## src/rtl/axi_data_check.sv

```systemverilog
// Purpose : stream sink that checks generator frames for incrementing data, keep mask and length.
// Latency : o_done pulses exactly one cycle after the final accepted beat.
// Backpres: registered o_ready, low outside RUN, optionally throttled by an 8-bit LFSR in RUN.
//
// Ports:
//   clk, rst                 clock, asynchronous active-high reset
//   i_start, i_length        arm one frame of i_length bytes (ignored when length is 0 or not idle)
//   i_bp_en                  1 = throttle o_ready with the LFSR, 0 = ready held high in RUN
//   i_data/i_valid/i_keep/i_last, o_ready   checked input stream
//   o_busy, o_done, o_pass   frame status; o_pass valid with o_done and held until next start
//   o_err_data/keep/len      sticky error flags for the current frame
//   o_frame_cnt, o_fail_cnt  saturating completed / failed frame counters
module axi_data_check #(
  parameter int          DATA_WIDTH = 32,
  parameter int          STRB_WIDTH = DATA_WIDTH / 8,
  parameter logic [7:0]  LFSR_SEED  = 8'hA5
) (
  input  logic                   clk,
  input  logic                   rst,
  input  logic                   i_start,
  input  logic [9:0]             i_length,
  input  logic                   i_bp_en,
  input  logic [DATA_WIDTH-1:0]  i_data,
  input  logic                   i_valid,
  input  logic [STRB_WIDTH-1:0]  i_keep,
  input  logic                   i_last,
  output logic                   o_ready,
  output logic                   o_busy,
  output logic                   o_done,
  output logic                   o_pass,
  output logic                   o_err_data,
  output logic                   o_err_keep,
  output logic                   o_err_len,
  output logic [15:0]            o_frame_cnt,
  output logic [15:0]            o_fail_cnt
);

  localparam int LSB = $clog2(STRB_WIDTH);
  localparam int WW  = 10 - LSB + 1;

  typedef enum logic [1:0] {
    IDLE = 2'd0,
    RUN  = 2'd1,
    DONE = 2'd2
  } state_t;

  state_t                 r_state;
  logic [WW-1:0]          r_words;
  logic [STRB_WIDTH-1:0]  r_last_keep;
  logic [9:0]             r_beat;
  logic [DATA_WIDTH-1:0]  r_exp;
  logic [7:0]             r_lfsr;
  logic                   r_ready;
  logic                   r_busy;
  logic                   r_done;
  logic                   r_pass;
  logic                   r_err_data;
  logic                   r_err_keep;
  logic                   r_err_len;
  logic [15:0]            r_frame_cnt;
  logic [15:0]            r_fail_cnt;

  logic [LSB-1:0]         w_len_mod;
  logic [WW-1:0]          w_words;
  logic [STRB_WIDTH-1:0]  w_last_keep;
  logic [7:0]             w_lfsr_nxt;
  logic                   w_accept;
  logic                   w_is_final;
  logic [STRB_WIDTH-1:0]  w_exp_keep;
  logic                   w_data_bad;
  logic                   w_keep_bad;
  logic                   w_len_bad;
  logic                   w_end;
  logic                   w_pass_now;

  // Frame geometry derived from the byte length at start time.
  assign w_len_mod = i_length[LSB-1:0];
  assign w_words   = WW'(i_length[9:LSB]) + WW'(|w_len_mod);

  always_comb begin
    w_last_keep = '0;
    for (int k = 0; k < STRB_WIDTH; k++) begin
      w_last_keep[k] = (w_len_mod == '0) || (k < int'(w_len_mod));
    end
  end

  // Fibonacci LFSR, taps 8,6,5,4.
  assign w_lfsr_nxt = {r_lfsr[6:0], r_lfsr[7] ^ r_lfsr[5] ^ r_lfsr[4] ^ r_lfsr[3]};

  assign w_accept   = (r_state == RUN) && i_valid && r_ready;
  assign w_is_final = (10'(r_words) == (r_beat + 10'd1));
  assign w_exp_keep = w_is_final ? r_last_keep : {STRB_WIDTH{1'b1}};
  assign w_data_bad = (i_data != r_exp);
  assign w_keep_bad = (i_keep != w_exp_keep);
  // Early last and missing last both reduce to "last disagrees with the counted position".
  assign w_len_bad  = (i_last != w_is_final);
  assign w_end      = w_is_final || i_last;
  // Includes errors flagged on the closing beat, which are not yet in the sticky registers.
  assign w_pass_now = ~(r_err_data | w_data_bad | r_err_keep | w_keep_bad | r_err_len | w_len_bad);

  always_ff @(posedge clk or posedge rst) begin
    if (rst) begin
      r_state     <= IDLE;
      r_words     <= '0;
      r_last_keep <= '0;
      r_beat      <= '0;
      r_exp       <= '0;
      r_lfsr      <= LFSR_SEED;
      r_ready     <= 1'b0;
      r_busy      <= 1'b0;
      r_done      <= 1'b0;
      r_pass      <= 1'b0;
      r_err_data  <= 1'b0;
      r_err_keep  <= 1'b0;
      r_err_len   <= 1'b0;
      r_frame_cnt <= '0;
      r_fail_cnt  <= '0;
    end else begin
      case (r_state)
        IDLE: begin
          if (i_start && (i_length != 10'd0)) begin
            r_state     <= RUN;
            r_words     <= w_words;
            r_last_keep <= w_last_keep;
            r_beat      <= '0;
            r_err_data  <= 1'b0;
            r_err_keep  <= 1'b0;
            r_err_len   <= 1'b0;
            r_pass      <= 1'b0;
            r_busy      <= 1'b1;
            // Ready in RUN always mirrors bit 0 of the LFSR value held in that cycle.
            r_ready     <= i_bp_en ? r_lfsr[0] : 1'b1;
          end
        end
        RUN: begin
          r_lfsr  <= w_lfsr_nxt;
          r_ready <= i_bp_en ? w_lfsr_nxt[0] : 1'b1;
          if (w_accept) begin
            // Resync on the received value so one bad word does not cascade into the next frame.
            r_exp  <= i_data + DATA_WIDTH'(1);
            r_beat <= r_beat + 10'd1;
            if (w_data_bad) r_err_data <= 1'b1;
            if (w_keep_bad) r_err_keep <= 1'b1;
            if (w_end) begin
              if (w_len_bad) r_err_len <= 1'b1;
              r_state <= DONE;
              r_ready <= 1'b0;
              r_busy  <= 1'b0;
              r_done  <= 1'b1;
              r_pass  <= w_pass_now;
              if (r_frame_cnt != 16'hFFFF) r_frame_cnt <= r_frame_cnt + 16'd1;
              if (!w_pass_now && (r_fail_cnt != 16'hFFFF)) r_fail_cnt <= r_fail_cnt + 16'd1;
            end
          end
        end
        DONE: begin
          r_done  <= 1'b0;
          r_state <= IDLE;
        end
        default: r_state <= IDLE;
      endcase
    end
  end

  assign o_ready     = r_ready;
  assign o_busy      = r_busy;
  assign o_done      = r_done;
  assign o_pass      = r_pass;
  assign o_err_data  = r_err_data;
  assign o_err_keep  = r_err_keep;
  assign o_err_len   = r_err_len;
  assign o_frame_cnt = r_frame_cnt;
  assign o_fail_cnt  = r_fail_cnt;

endmodule

```

## config.mk

```make
export PLATFORM = sky130hd
export DESIGN_NAME = axi_data_check
export DESIGN_NICKNAME = d
export VERILOG_FILES = /design/src/rtl/axi_data_check.sv
export SDC_FILE = /design/constraint.sdc
export NUM_CORES = 1
export LEC_CHECK = 0
export ABC_AREA = 1
export BUFFER_PORTS_ARGS = -buffer_cell sky130_fd_sc_hd__buf_2
export CAP_MARGIN = 10
export CORE_MARGIN = 2
export CORE_UTILIZATION = 63
export CTS_CLUSTER_SIZE = 40
export DETAILED_ROUTE_END_ITERATION = 12
export PLACE_DENSITY = 0.86
export SYNTH_ARGS = -nofsm -noshare
export SYNTH_HDL_FRONTEND = slang
export SYNTH_SLANG_ARGS = --single-unit
```

## constraint.sdc

```tcl
create_clock -name clk -period 5.95 [get_ports clk]
set_input_delay 0.2975 -clock clk [delete_from_list [all_inputs] [get_ports clk]]
set_output_delay 0.2975 -clock clk [all_outputs]
set_load 0.01 [all_outputs]
```

==> After elaboration in Yosys (flattened, before gate mapping) <==
Cells that the tools add are included.
{ "classes": {"addsub": 5, "n_mul": 0, "div_mod_pow": 0, "magnitude_cmp": 3, "n_eq_ne": 14, "n_shift": 0, "muxes": 35, "n_bitwise": 9, "n_reduce_logical": 26} }
{ "ops": {"columns": ["operator", "n"], "rows": [
  ["$add 16x1->16 const B", 2],
  ["$add 32x1->32 const B", 1],
  ["$ne 16x16->1 const B", 2],
  ["$ne 32x32->1", 1],
  ["$mux 1", 20],
  ["$mux 10", 2],
  ["$pmux 10 s2", 1],
  ["$reduce_and 4->1", 5],
  ["$pmux 1 s2", 7],
  ["$ne 2x2->1 const B", 6],
  ["$add 10x1->10 const B", 1],
  ["$eq 9x10->1", 1],
  ["$reduce_bool 10->1", 1],
  ["$add 8x1->9", 1],
  ["$reduce_and 3->1", 3],
  ["$mux 2", 3],
  ["$reduce_and 2->1", 3],
  ["$or 1x1->1", 5],
  ["$reduce_and 5->1", 1],
  ["$logic_and 1x1->1", 4],
  ["$logic_not 2->1", 2],
  ["$logic_or 1x1->1", 4],
  ["$lt 1x2->1 const A", 2],
  ["$mux 4", 1],
  ["10 further kinds", 13]
]} }
{ "totals": {"regBits": 104, "latchBits": 0, "ramBits": 0, "rom_bits": 0, "out_inout_bits": 39, "elab_cells": 107, "memories": 0} }

==> Logic depth before layout (Yosys ltp) <==
Gate-level depths: netlist (run 1).
{ "depth": {"depth_word": 11, "depth_mapped": 20, "depth_no_buf": 19} }

==> Least setup slack after synthesis (run 1) <==
No wires, ideal clock.
{ "synth_path": {"path_type": "register to register", "start": "register r_beat[0]", "end": "register r_frame_cnt[15] (netlist: o_frame_cnt[15])", "t_arrival_ps": 2689, "setup_slack_ps": 3136, "path_stages_with_launch": 20, "cell_sequence": "dfrtp_1 -> ha_1 -> nand2_2 -> inv_2 -> nor2_2 -> inv_2 -> nand2_1 -> nand2_1 -> nor2_2 -> nand4_1 -> nor3_1 -> nand2_1 -> ha_1 -> nor2_1 -> nand2_1 -> nor2_1 -> nand3_1 -> nor3_1 -> nand3_1 -> xnor2_1"} }
{ "synth_between": {"elab_chain_cells": 4} }
{ "synth_lines": {"columns": ["item", "line_no", "text"], "rows": [
  ["start, declared", "50", "logic [9:0] r_beat;"],
  ["start signal, assigned", "141", "r_beat <= r_beat + 10'd1;"],
  ["$add 10x1->10", "91", "assign w_is_final = (10'(r_words) == (r_beat + 10'd1));"],
  ["$eq 9x10->1", "91", null],
  ["$logic_or 1x1->1", "97", "assign w_end = w_is_final || i_last;"],
  ["$reduce_and 4->1 (no source line)", null, null],
  ["end signal, assigned", "151", "if (r_frame_cnt != 16'hFFFF) r_frame_cnt <= r_frame_cnt + 16'd1;"],
  ["end, declared", "60", "logic [15:0] r_frame_cnt;"]
]} }
No other way between the ends.
A chain may end at the register's enable or synchronous reset.

==> Worst setup path in the final report (run 1) <==
Same ends and word-level chain as after synthesis.

==> run_results.csv, run 1 <==
group,metric,value,unit
run_status,run_status,"finished clean",
routing,avgRoutedWirePerCell,14.3,um
critical_path,cp_slowest_stage_delay,430,ps
cts,cts_max_path_buffers,2,
logic_synthesis,synth_async_sr_flop_share,100,%
critical_path,timing.reg2reg.worst_path_depth,20,
routing,drt-pass1-iter-count,5,
cts,ctsRootBufferMaster,"sky130_fd_sc_hd__clkbuf_8",
global_routing,grt_pass1_wl,25100,um
cts,cts-buffers-inserted,9,
critical_path,worst-path-max-fanout,20,
critical_path,crit_arrival,3720,ps
placed_design,place_congestion,0.903,
logic_synthesis,postSynthRegisterBits,104,
die,core_area,9770,um2
logic_synthesis,number_of_standard_cells_after_synthesis,824,
power_and_ir_drop,irDropWorstVdd,0.182,mV
worst_hold_path,hold_path.class,"primary input to flip-flop",
cts,clock_insertion_delay_worst_skew,390,ps
critical_path,rr_endpoint,"o_frame_cnt[15]",
final_layout,mostFrequentLayoutCell,"sky130_fd_sc_hd__nand2_1",
critical_path,criticalPathCategory,"flip-flop to flip-flop",
logic_synthesis,syn_nets,885,
final_layout,layoutNonFillerInstCount,1047,
worst_hold_path,timing.hold.worst.start,"i_data[0]",
cts,clock_transition_at_the_register_clock_pins_on_the_worst_setup_and_hold_paths_after_cts,120,ps
critical_path,crit_path_end_kind,"flip-flop",
placed_design,place.detailed.instances,1030,
timing,report.final.hold_viol_count,0,
timing,timing_max_transition_violations_final,0,
final_layout,most-common-layout-cells,"sky130_fd_sc_hd__nand2_1, sky130_fd_sc_hd__dfrtp_1, sky130_fd_sc_hd__buf_2, sky130_fd_sc_hd__inv_1, sky130_fd_sc_hd__nand3_1",
final_layout,num_antenna_cells,0,
global_routing,antenna_violations_before_repair,0,
cts,postCtsSetupBuffers,0,
power_and_ir_drop,cellLeakagePower,3.51,nW
critical_path,cp.buffers_inverters,3,
logic_synthesis,synth-edff-count,0,
critical_path,cell_with_the_most_instances_on_the_worst_path,"sky130_fd_sc_hd__nand2_1",
routing,drt_drc_violations_left,0,
critical_path,critical_path.reg2reg.startpoint,"r_beat[0]",
die,die_w,105,um
final_layout,synthToLayoutAreaGrowth,12.2,%
final_layout,fin_nets,970,
final_layout,post_route_cells_drive_above_1_share,18.6,%
die,floorplan.io_pins,91,
timing,worst_slew_margin_rel,31.3,%
placed_design,place_ws,2510,ps
cts,clock_sinks,104,
cts,post_cts_sizing_count,0,
timing,worst_clock_skew,22.4,ps
routing,drtIter0Drc,353,
timing,layout_worst_path_cycle_share,57.5,%
logic_synthesis,most_used_flip_flop_cell_after_synthesis,"sky130_fd_sc_hd__dfrtp_1",
critical_path,crit_path_start_kind,"flip-flop",
global_routing,globalRouteTotalUtil,28.1,%
logic_synthesis,synth_cell_area,6370,um2
cts,cts_tree,"yes",
power_and_ir_drop,p_per_area,333,nW/um2
logic_synthesis,ys_seq_area_share,40.9,%
critical_path,worst-endpoint-required,6240,ps
logic_synthesis,yosysWarnings,0,
timing,setup_tns,0,ps
placed_design,hpwl,10800,um
die,num_rows,36,
cts,cts-htree-levels,3,
global_routing,maximum_number_of_pins_on_one_net_before_global_route_repair,86,
die,initial_cell_density_of_the_core,65.2,%
routing,detail_route.vias_per_cell,5.52,
timing,timing.final.crit_period,3420,ps
global_routing,grt_pass1_vias,5375,
run,max-cap-violations,0,
worst_hold_path,min_delay_worst_endpoint,"r_exp[0]",
logic_synthesis,syn_area_per_cell,7.73,um2
timing,setup_ws_post_layout,2530,ps
logic_synthesis,yosysUniqueCellTypes,40,
routing,route.vias.total,5777,
timing,final-setup-viol-count,0,
critical_path,cpLargestDelayFamily,"simple AND/OR/NAND/NOR gates",
die,fp.dieArea,10900,um2
routing,ant_nets,0,
critical_path,timing.reg2reg.setup_slack,2530,ps
timing,worst_slew_pin_slew,1030,ps
timing,fmaxAchievable,292,MHz
critical_path,crit_path_cell_trace,"ha_1 > nand2_2 > inv_2 > nor2_2 > inv_2 > nand2_1 > nand2_1 > nor2_2 > nand4_1 > nor3_1 > nand2_1 > ha_1 > nor2_1 > buf_4 > nand2_1 > nor2_1 > nand3_1 > nor3_1 > nand3_1 > xnor2_1",
critical_path,crit_path_top_delay_cell,"sky130_fd_sc_hd__dfrtp_1",
timing,setup_repair_after_global_routing_missed_its_margin,"false",
routing,drt-total-wl,15000,um
global_routing,overflow,0,
worst_hold_path,timing.hold.worst_path_depth,2,
placed_design,port_buffers,90,
die,fp.dieH,105,um
## what timing repair did
item                                   4_1_cts  5_1_grt
setup endpoints to repair                    0        0
endpoints found under the hold margin       19        0
hold buffers                                 1        0
## where the power goes
group / leakage [nW] / switching [mW] / internal [mW]
registers: 1.33 / 0.164 / 0.901
clock network: 0.104 / 0.286 / 0.169
logic: 2.07 / 0.549 / 0.311
## how the worst max path moves through the flow
stage,from,to,slack [ps],cells past startpoint
after floorplan,rst,o_busy,2930,1
after global placement,r_beat[0],o_frame_cnt[15],2700,20
after detailed placement,r_beat[0],o_frame_cnt[15],2510,20
after CTS,r_beat[0],o_frame_cnt[15],2520,20
after global routing,r_beat[0],o_frame_cnt[15],2190,20
final,r_beat[0],o_frame_cnt[15],2530,20
## area by class of cell
| cell class | instances | area, um2 |
|---|---|---|
| clock buffers | 9 | 124 |
| repair buffers | 95 | 490 |
| flip-flops and latches | 104 | 2610 |
| well taps | 133 | 166 |
| fillers | 802 | 2630 |
| inverters | 98 | 370 |
| clock inverters | 7 | 86.3 |
| multi-input cells | 601 | 3300 |
## metal layers
| metal | vias up | share of wire (%) | GRT usage (%) | wire, um |
|---|---|---|---|---|
| met3 | 30 | 6.5 | 3.68 | 976 |
| met5 | - | 0 | 0 | 0 |
| met4 | 0 | 1.6 | 7.90 | 233 |
| li1 | 2843 | - | - | - |
| met2 | 218 | 47 | 45.9 | 7010 |
| met1 | 2686 | 45 | 39.6 | 6780 |
## flip-flops by register name, summed over array words and instances, names as in the netlist
| signal | cells |
|---|---|
| o_err_len | 1 |
| r_beat | 10 |
| r_words | 9 |
| o_done | 1 |
| o_ready | 1 |
| r_state | 2 |
| o_fail_cnt | 16 |
| o_err_data | 1 |
| r_lfsr | 8 |
| o_busy | 1 |
| o_frame_cnt | 16 |
| r_last_keep | 4 |
| o_err_keep | 1 |
| o_pass | 1 |
| r_exp | 32 |
## through the flow
stage | hold WS, ps | power (mW) | instance area, um2 | util, %
floorplan | 409 | 1.66 | 6370 | -
CTS | 168 | 2.37 | 7150 | 73.1
finish | 168 | 2.38 | 7150 | 73.1
detailed placement | 263 | 1.91 | 6930 | 70.9
global placement | 260 | 1.88 | 6930 | 70.9
global route | 202 | 2.53 | 7150 | 73.1
## synthesized netlist by cell type, drive strengths merged (2+ instances only)
cell type | number | area [um2]
o2111ai | 2 | 17.5
clkinv | 3 | 11.3
nor3 | 20 | 100
dfstp | 4 | 105
nand3 | 61 | 380
o21ai | 44 | 220
inv | 95 | 357
nand4 | 48 | 300
nor4 | 12 | 75.1
buf | 6 | 41.3
nor2 | 53 | 255
dfrtp | 100 | 2500
ha | 9 | 113
nand2 | 249 | 985
xor2 | 36 | 315
xnor2 | 41 | 359
a21oi | 3 | 15.0
or2 | 8 | 50.1
o22ai | 5 | 31.3
clkbuf | 15 | 56.3
## cells by family after synthesis
group	Yosys count	synth area share (%)
simple gates	454	34.0
buf+inv	119	7.30
flops	104	40.9
xor+xnor	77	10.6
compound gates	60	5.22
fa+ha+maj	9	1.77
mux	1	0.177
(Power assumes the default switching activity.)
==> inputs of run 2 (changes only) <==
--- a/config.mk
+++ b/config.mk
@@ -9,10 +9,10 @@
 export BUFFER_PORTS_ARGS = -buffer_cell sky130_fd_sc_hd__buf_2
 export CAP_MARGIN = 10
 export CORE_MARGIN = 2
-export CORE_UTILIZATION = 63
+export CORE_UTILIZATION = 58
 export CTS_CLUSTER_SIZE = 40
 export DETAILED_ROUTE_END_ITERATION = 12
-export PLACE_DENSITY = 0.86
+export PLACE_DENSITY = 0.8
 export SYNTH_ARGS = -nofsm -noshare
 export SYNTH_HDL_FRONTEND = slang
 export SYNTH_SLANG_ARGS = --single-unit
==> constraint.sdc (replaced) <==
create_clock -name clk -period 3.3 [get_ports clk]
set_input_delay 0.165 -clock clk [delete_from_list [all_inputs] [get_ports clk]]
set_output_delay 0.165 -clock clk [all_outputs]
set_load 0.01 [all_outputs]
==> run_results.csv, run 2 (same netlist as run 1, synthesis figures left out) <==
group,metric,value,unit
run_status,run_status,"finished clean",
critical_path,crit_path_start_kind,"flip-flop",
timing,layout_worst_path_cycle_share,91.8,%
die,die_w,109,um
timing,final-setup-viol-count,0,
routing,drt-total-wl,14800,um
cts,clock_sinks,104,
final_layout,synthToLayoutAreaGrowth,13.3,%
final_layout,flip_flop_count_of_the_largest_register_all_copies_and_words_added,32,
global_routing,globalRouteTotalUtil,26.1,%
final_layout,layoutNonFillerInstCount,1058,
timing,worst_slew_pin_slew,817,ps
global_routing,maximum_number_of_pins_on_one_net_before_global_route_repair,65,
routing,ant_nets,0,
die,fp.dieArea,11800,um2
timing,report.final.hold_viol_count,0,
power_and_ir_drop,power.combinational.fraction,36.5,%
routing,route.vias.total,5724,
cts,clock_insertion_delay_worst_skew,390,ps
timing,timing.final.crit_period,3030,ps
routing,drtIter0Drc,402,
routing,detail_route.vias_per_cell,5.41,
final_layout,fin_nets,974,
die,floorplan.io_pins,91,
placed_design,place.detailed.instances,1038,
die,num_rows,38,
power_and_ir_drop,netSwitchingFraction,41.2,%
power_and_ir_drop,p_per_area,586,nW/um2
final_layout,post_route_cells_drive_above_1_share,19.4,%
final_layout,num_antenna_cells,0,
timing,worst_slew_margin_rel,45.5,%
die,initial_cell_density_of_the_core,59.0,%
routing,drt_drc_violations_left,0,
timing,timing_max_transition_violations_final,0,
final_layout,final_area,7220,um2
die,fp.dieH,109,um
routing,topRoutingLayerUsed,"met4",
global_routing,antenna_violations_before_repair,0,
placed_design,place_congestion,0.943,
global_routing,overflow,0,
cts,ctsRootBufferMaster,"sky130_fd_sc_hd__clkbuf_8",
routing,avgRoutedWirePerCell,14.0,um
power_and_ir_drop,power.internal,2.49,mW
cts,clock_transition_at_the_register_clock_pins_on_the_worst_setup_and_hold_paths_after_cts,110,ps
routing,detail_route.wirelength.met1,6690,um
cts,postCtsSetupBuffers,0,
global_routing,grt_pass1_vias,5411,
power_and_ir_drop,cellLeakagePower,3.51,nW
placed_design,port_buffers,90,
final_layout,most-common-layout-cells,"sky130_fd_sc_hd__nand2_1, sky130_fd_sc_hd__dfrtp_1, sky130_fd_sc_hd__buf_2, sky130_fd_sc_hd__inv_1, sky130_fd_sc_hd__nand3_1",
global_routing,grt_pass1_wl,24400,um
critical_path,timing.reg2reg.setup_slack,270,ps
worst_hold_path,timing.hold.worst.start,"i_bp_en",
routing,drt-pass1-iter-count,5,
critical_path,critical_path.reg2reg.startpoint,"r_beat[0]",
power_and_ir_drop,power.share.clock,18.4,%
run,max-cap-violations,0,
critical_path,criticalPathCategory,"flip-flop to flip-flop",
worst_hold_path,hold_path.class,"primary input to flip-flop",
timing,setup_tns,0,ps
cts,cts-buffers-inserted,9,
routing,wl_met3,1010,um
critical_path,worst-path-max-fanout,20,
cts,cts_max_path_buffers,2,
die,core_area,10800,um2
critical_path,worst_setup_path_startpoint,"r_beat[0]",
cts,cts-htree-levels,3,
final_layout,regMostFlops,"r_exp",
power_and_ir_drop,sequentialPowerShare,45.0,%
critical_path,crit_arrival,3310,ps
timing,fmaxAchievable,330,MHz
placed_design,placed_area,6960,um2
power_and_ir_drop,net_load_switching_power,1.74,mW
critical_path,worst-endpoint-required,3580,ps
placed_design,hpwl,10700,um
critical_path,crit_path_end_kind,"flip-flop",
routing,detailroute.wirelength.met2,6810,um
cts,cts_tree,"yes",
final_layout,mostFrequentLayoutCell,"sky130_fd_sc_hd__nand2_1",
power_and_ir_drop,irDropWorstVdd,0.404,mV
timing,worst_clock_skew,13.5,ps
run 2: cell types whose count changed in the layout (fill, tap and decap cells not counted), sizes merged:
| cell | change |
|---|---|
| buf | +1 |
| dlygate4sd3 | +1 |
| clkinvlp | +3 |
| inv | +2 |
| clkinv | -5 |
| nand3 | +2 |
run 2: stage by stage:
stage / util [%] / power [mW] / worst slack, ps / hold WS (ps)
floorplan: - / 2.99 / 409 / 277
global placement: 64.5 / 3.40 / 178 / 380
detailed placement: 64.5 / 3.45 / 76.1 / 387
global route: 66.9 / 4.55 / -5.14 / 93.0
finish: 66.9 / 4.23 / 270 / 78.0
CTS: 66.4 / 4.23 / 51.1 / 66.3
run 2: critical path, stage by stage (launching register included):
cell	delay [ps]
sky130_fd_sc_hd__dfrtp_1	440
sky130_fd_sc_hd__ha_1	240
sky130_fd_sc_hd__nand2_2	140
sky130_fd_sc_hd__inv_2	50
sky130_fd_sc_hd__nor2_2	110
sky130_fd_sc_hd__inv_2	50
sky130_fd_sc_hd__nand2_1	50
sky130_fd_sc_hd__nand2_1	50
sky130_fd_sc_hd__nor2_2	140
sky130_fd_sc_hd__nand4_1	100
sky130_fd_sc_hd__nor3_1	170
sky130_fd_sc_hd__nand2_1	80
sky130_fd_sc_hd__ha_1	250
sky130_fd_sc_hd__nor2_4	170
sky130_fd_sc_hd__buf_6	230
sky130_fd_sc_hd__inv_1	100
sky130_fd_sc_hd__nor4_1	310
sky130_fd_sc_hd__nand3_1	120
sky130_fd_sc_hd__nand2_1	80
sky130_fd_sc_hd__nand2_1	40
run 2: final timing paths:
check / endpoint / cells after the start
hold / removal: o_ready / 4
hold reg to reg: r_lfsr[2] / 2
max in group asynchronous: r_lfsr[0] / 4
min in group asynchronous: r_exp[24] / 3
setup / recovery: o_fail_cnt[13] / 19
setup reg to reg: o_fail_cnt[13] / 19
run 2: per-layer routing:
layer	track usage, %	vias up
met4	7.78	0
li1	-	2857
met5	0	-
met2	43.1	206
met1	35.5	2636
met3	4.60	25
run 2: layout make-up:
class	instances	area, um2
clock buffer	9	124
inverter	98	370
clock inverter	7	62.6
timing repair buffer	97	524
sequential	104	2610
fill	963	3570
tap	140	175
multi-input combinational	603	3360
run 2: power by group through the flow:
stage | Sequential, mW | Clock, mW | Combinational [mW]
floorplan | 1.90 | 0 | 1.09
global placement | 1.91 | 0 | 1.49
detailed placement | 1.92 | 0 | 1.53
CTS | 1.90 | 0.795 | 1.54
global route | 1.95 | 0.850 | 1.75
finish | 1.91 | 0.779 | 1.55
run 2: timing repair:
item,4_1_cts,5_1_grt
setup endpoints to repair,0,23
gates resized for setup,0,9
hold buffers,2,0
hold endpoints to repair,64,0
==> inputs of run 3 (changes only) <==
--- a/config.mk
+++ b/config.mk
@@ -8,11 +8,12 @@
 export ABC_AREA = 1
 export BUFFER_PORTS_ARGS = -buffer_cell sky130_fd_sc_hd__buf_2
 export CAP_MARGIN = 10
+export CORE_ASPECT_RATIO = 1.4
 export CORE_MARGIN = 2
-export CORE_UTILIZATION = 58
+export CORE_UTILIZATION = 30
 export CTS_CLUSTER_SIZE = 40
 export DETAILED_ROUTE_END_ITERATION = 12
-export PLACE_DENSITY = 0.8
+export PLACE_DENSITY = 0.46
 export SYNTH_ARGS = -nofsm -noshare
 export SYNTH_HDL_FRONTEND = slang
 export SYNTH_SLANG_ARGS = --single-unit
==> run_results.csv, run 3 (same netlist as run 1, synthesis figures left out) <==
group,metric,value,unit
critical_path,worst-endpoint-required,3580,ps
cts,clock_transition_at_the_register_clock_pins_on_the_worst_setup_and_hold_paths_after_cts,80,ps
final_layout,fin_nets,972,
placed_design,place.detailed.instances,1159,
power_and_ir_drop,fin_total_pwr,4.61,mW
critical_path,timing.reg2reg.worst_path_depth,17,
critical_path,criticalPathCategory,"flip-flop to flip-flop",
final_layout,final_area,7460,um2
global_routing,antenna_violations_before_repair,0,
timing,worst_clock_skew,15.9,ps
run,max-cap-violations,0,
die,core_area,21000,um2
placed_design,place_congestion,0.802,
routing,route.vias.total,5585,
final_layout,num_antenna_cells,0,
timing,worst_slew_margin_rel,54.0,%
power_and_ir_drop,cellLeakagePower,3.56,nW
power_and_ir_drop,irDropWorstVdd,0.336,mV
run_status,run_status,"finished clean",
die,fp.dieH,176,um
timing,final-setup-viol-count,0,
timing,timing_max_transition_violations_final,0,
worst_hold_path,hold_path.class,"primary input to flip-flop",
worst_hold_path,timing.hold.worst_path_depth,2,
placed_design,port_buffers,90,
final_layout,regMostFlops,"r_exp",
global_routing,overflow,0,
timing,fmaxAchievable,332,MHz
critical_path,crit_path_end_kind,"flip-flop",
timing,setup_tns,0,ps
worst_hold_path,min_delay_worst_endpoint,"r_exp[0]",
final_layout,most-common-layout-cells,"sky130_fd_sc_hd__nand2_1, sky130_fd_sc_hd__dfrtp_1, sky130_fd_sc_hd__buf_2, sky130_fd_sc_hd__inv_1, sky130_fd_sc_hd__nand3_1",
cts,clock_sinks,104,
die,die_w,127,um
critical_path,rr_endpoint,"o_frame_cnt[8]",
cts,cts-htree-levels,3,
worst_hold_path,timing.hold.worst.start,"i_data[0]",
cts,cts_max_path_buffers,2,
critical_path,worst_setup_path_startpoint,"r_beat[1]",
die,fp.dieArea,22400,um2
critical_path,crit_path_start_kind,"flip-flop",
final_layout,post_route_cells_drive_above_1_share,19.4,%
routing,drt-total-wl,16900,um
cts,cts_tree,"yes",
routing,detail_route.vias_per_cell,4.75,
routing,ant_nets,0,
cts,clock_insertion_delay_worst_skew,360,ps
global_routing,globalRouteTotalUtil,15.7,%
placed_design,hpwl,12800,um
die,num_rows,63,
timing,report.final.hold_viol_count,0,
final_layout,synthToLayoutAreaGrowth,17.0,%
timing,layout_worst_path_cycle_share,91.2,%
placed_design,placed_area,7120,um2
critical_path,timing.reg2reg.setup_slack,290,ps
global_routing,grt_pass1_vias,5468,
routing,drtIter0Drc,288,
cts,ctsRootBufferMaster,"sky130_fd_sc_hd__clkbuf_16",
timing,setup_repair_after_global_routing_missed_its_margin,"false",
timing,timing.final.crit_period,3010,ps
critical_path,critical_path.reg2reg.startpoint,"r_beat[1]",
routing,avgRoutedWirePerCell,14.4,um
routing,drt_drc_violations_left,0,
critical_path,worst-path-max-fanout,6,
die,initial_cell_density_of_the_core,30.3,%
final_layout,layoutNonFillerInstCount,1176,
cts,postCtsSetupBuffers,0,
final_layout,flip_flop_count_of_the_largest_register_all_copies_and_words_added,32,
critical_path,cpLargestDelayFamily,"simple AND/OR/NAND/NOR gates",
global_routing,maximum_number_of_pins_on_one_net_before_global_route_repair,63,
critical_path,cp_slowest_stage_delay,420,ps
critical_path,crit_path_cell_trace,"ha_1 > nand2_2 > inv_2 > nor2_2 > inv_2 > nand2_1 > nand2_1 > nor2_2 > nand4_1 > nor3_1 > nand2_1 > ha_1 > nor2_2 > nand2_2 > or3_1 > nor3_1 > xor2_1",
die,floorplan.io_pins,91,
critical_path,cp.buffers_inverters,2,
critical_path,crit_arrival,3290,ps
power_and_ir_drop,p_per_area,619,nW/um2
critical_path,crit_path_top_delay_cell,"sky130_fd_sc_hd__dfrtp_1",
timing,worst_slew_pin_slew,684,ps
final_layout,mostFrequentLayoutCell,"sky130_fd_sc_hd__nand2_1",
cts,cts-buffers-inserted,9,
routing,drt-pass1-iter-count,5,
global_routing,grt_pass1_wl,28000,um
[run 3: cell count changes in the layout (fill, tap and decap cells not counted), moves of 2 or more]
| cell | change |
|---|---|
| sky130_fd_sc_hd__clkbuf_16 | +9 |
| sky130_fd_sc_hd__clkbuf_8 | -9 |
| sky130_fd_sc_hd__inv_8 | -2 |
| sky130_fd_sc_hd__nor2_4 | -2 |
[run 3: area by class of cell]
type / count / area, um2
Inverter: 98 / 370
Clock inverter: 7 / 78.8
Multi-Input combinational cell: 601 / 3330
Fill cell: 2258 / 13600
Timing Repair Buffer: 97 / 522
Clock buffer: 9 / 225
Tap cell: 260 / 325
Sequential cell: 104 / 2610
[run 3: timing repair]
action                     CTS  global route
setup endpoints to repair    0             8
hold endpoints to repair    42             0
hold buffers                 1             0
gates resized for setup      0             7
[run 3: how the worst max path moves through the flow]
stage	to	slack [ps]	depth (start not counted)
after floorplan	o_busy	410	1
after global placement	o_frame_cnt[15]	170	19
after detailed placement	o_frame_cnt[15]	90	19
after CTS	o_frame_cnt[15]	90	19
after global routing	o_frame_cnt[15]	10	19
final	o_frame_cnt[8]	290	17
[run 3: report_power, final]
group / switching [mW] / leakage, nW / internal (mW) / total (mW)
Combinational: 1.00 / 2.09 / 0.577 / 1.58
Sequential: 0.280 / 1.33 / 1.63 / 1.91
Clock: 0.534 / 0.139 / 0.596 / 1.13
[run 3: worst register-to-register path: cells and delay by family, from the launching register on]
| kind | cells | cell delay [ps] |
|---|---|---|
| and+or+nand+nor | 12 | 1800 |
| DFF | 1 | 420 |
| buffers and inverters | 2 | 110 |
| adders and majority gates | 2 | 460 |
| xor gates and xnor gates | 1 | 160 |
[run 3: through the flow]
step / worst slack (ps) / hold slack [ps] / utilization, %
2_1_floorplan: 409 / 277 / -
3_3_place_gp: 168 / 305 / 33.8
3_5_place_dp: 86.4 / 305 / 33.8
4_1_cts: 90.0 / 32.7 / 35.3
5_1_grt: 12.7 / 67.4 / 35.4
6_report: 290 / 44.7 / 35.4
[run 3: per-layer routing]
| layer | global-route usage [%] | wire (um) | part of all wire [%] |
|---|---|---|---|
| met1 | 19.6 | 7570 | 45 |
| met2 | 28.0 | 8660 | 51 |
| met5 | 0 | 0 | 0 |
| met4 | 4.40 | 245 | 1.4 |
| met3 | 2.33 | 450 | 2.7 |
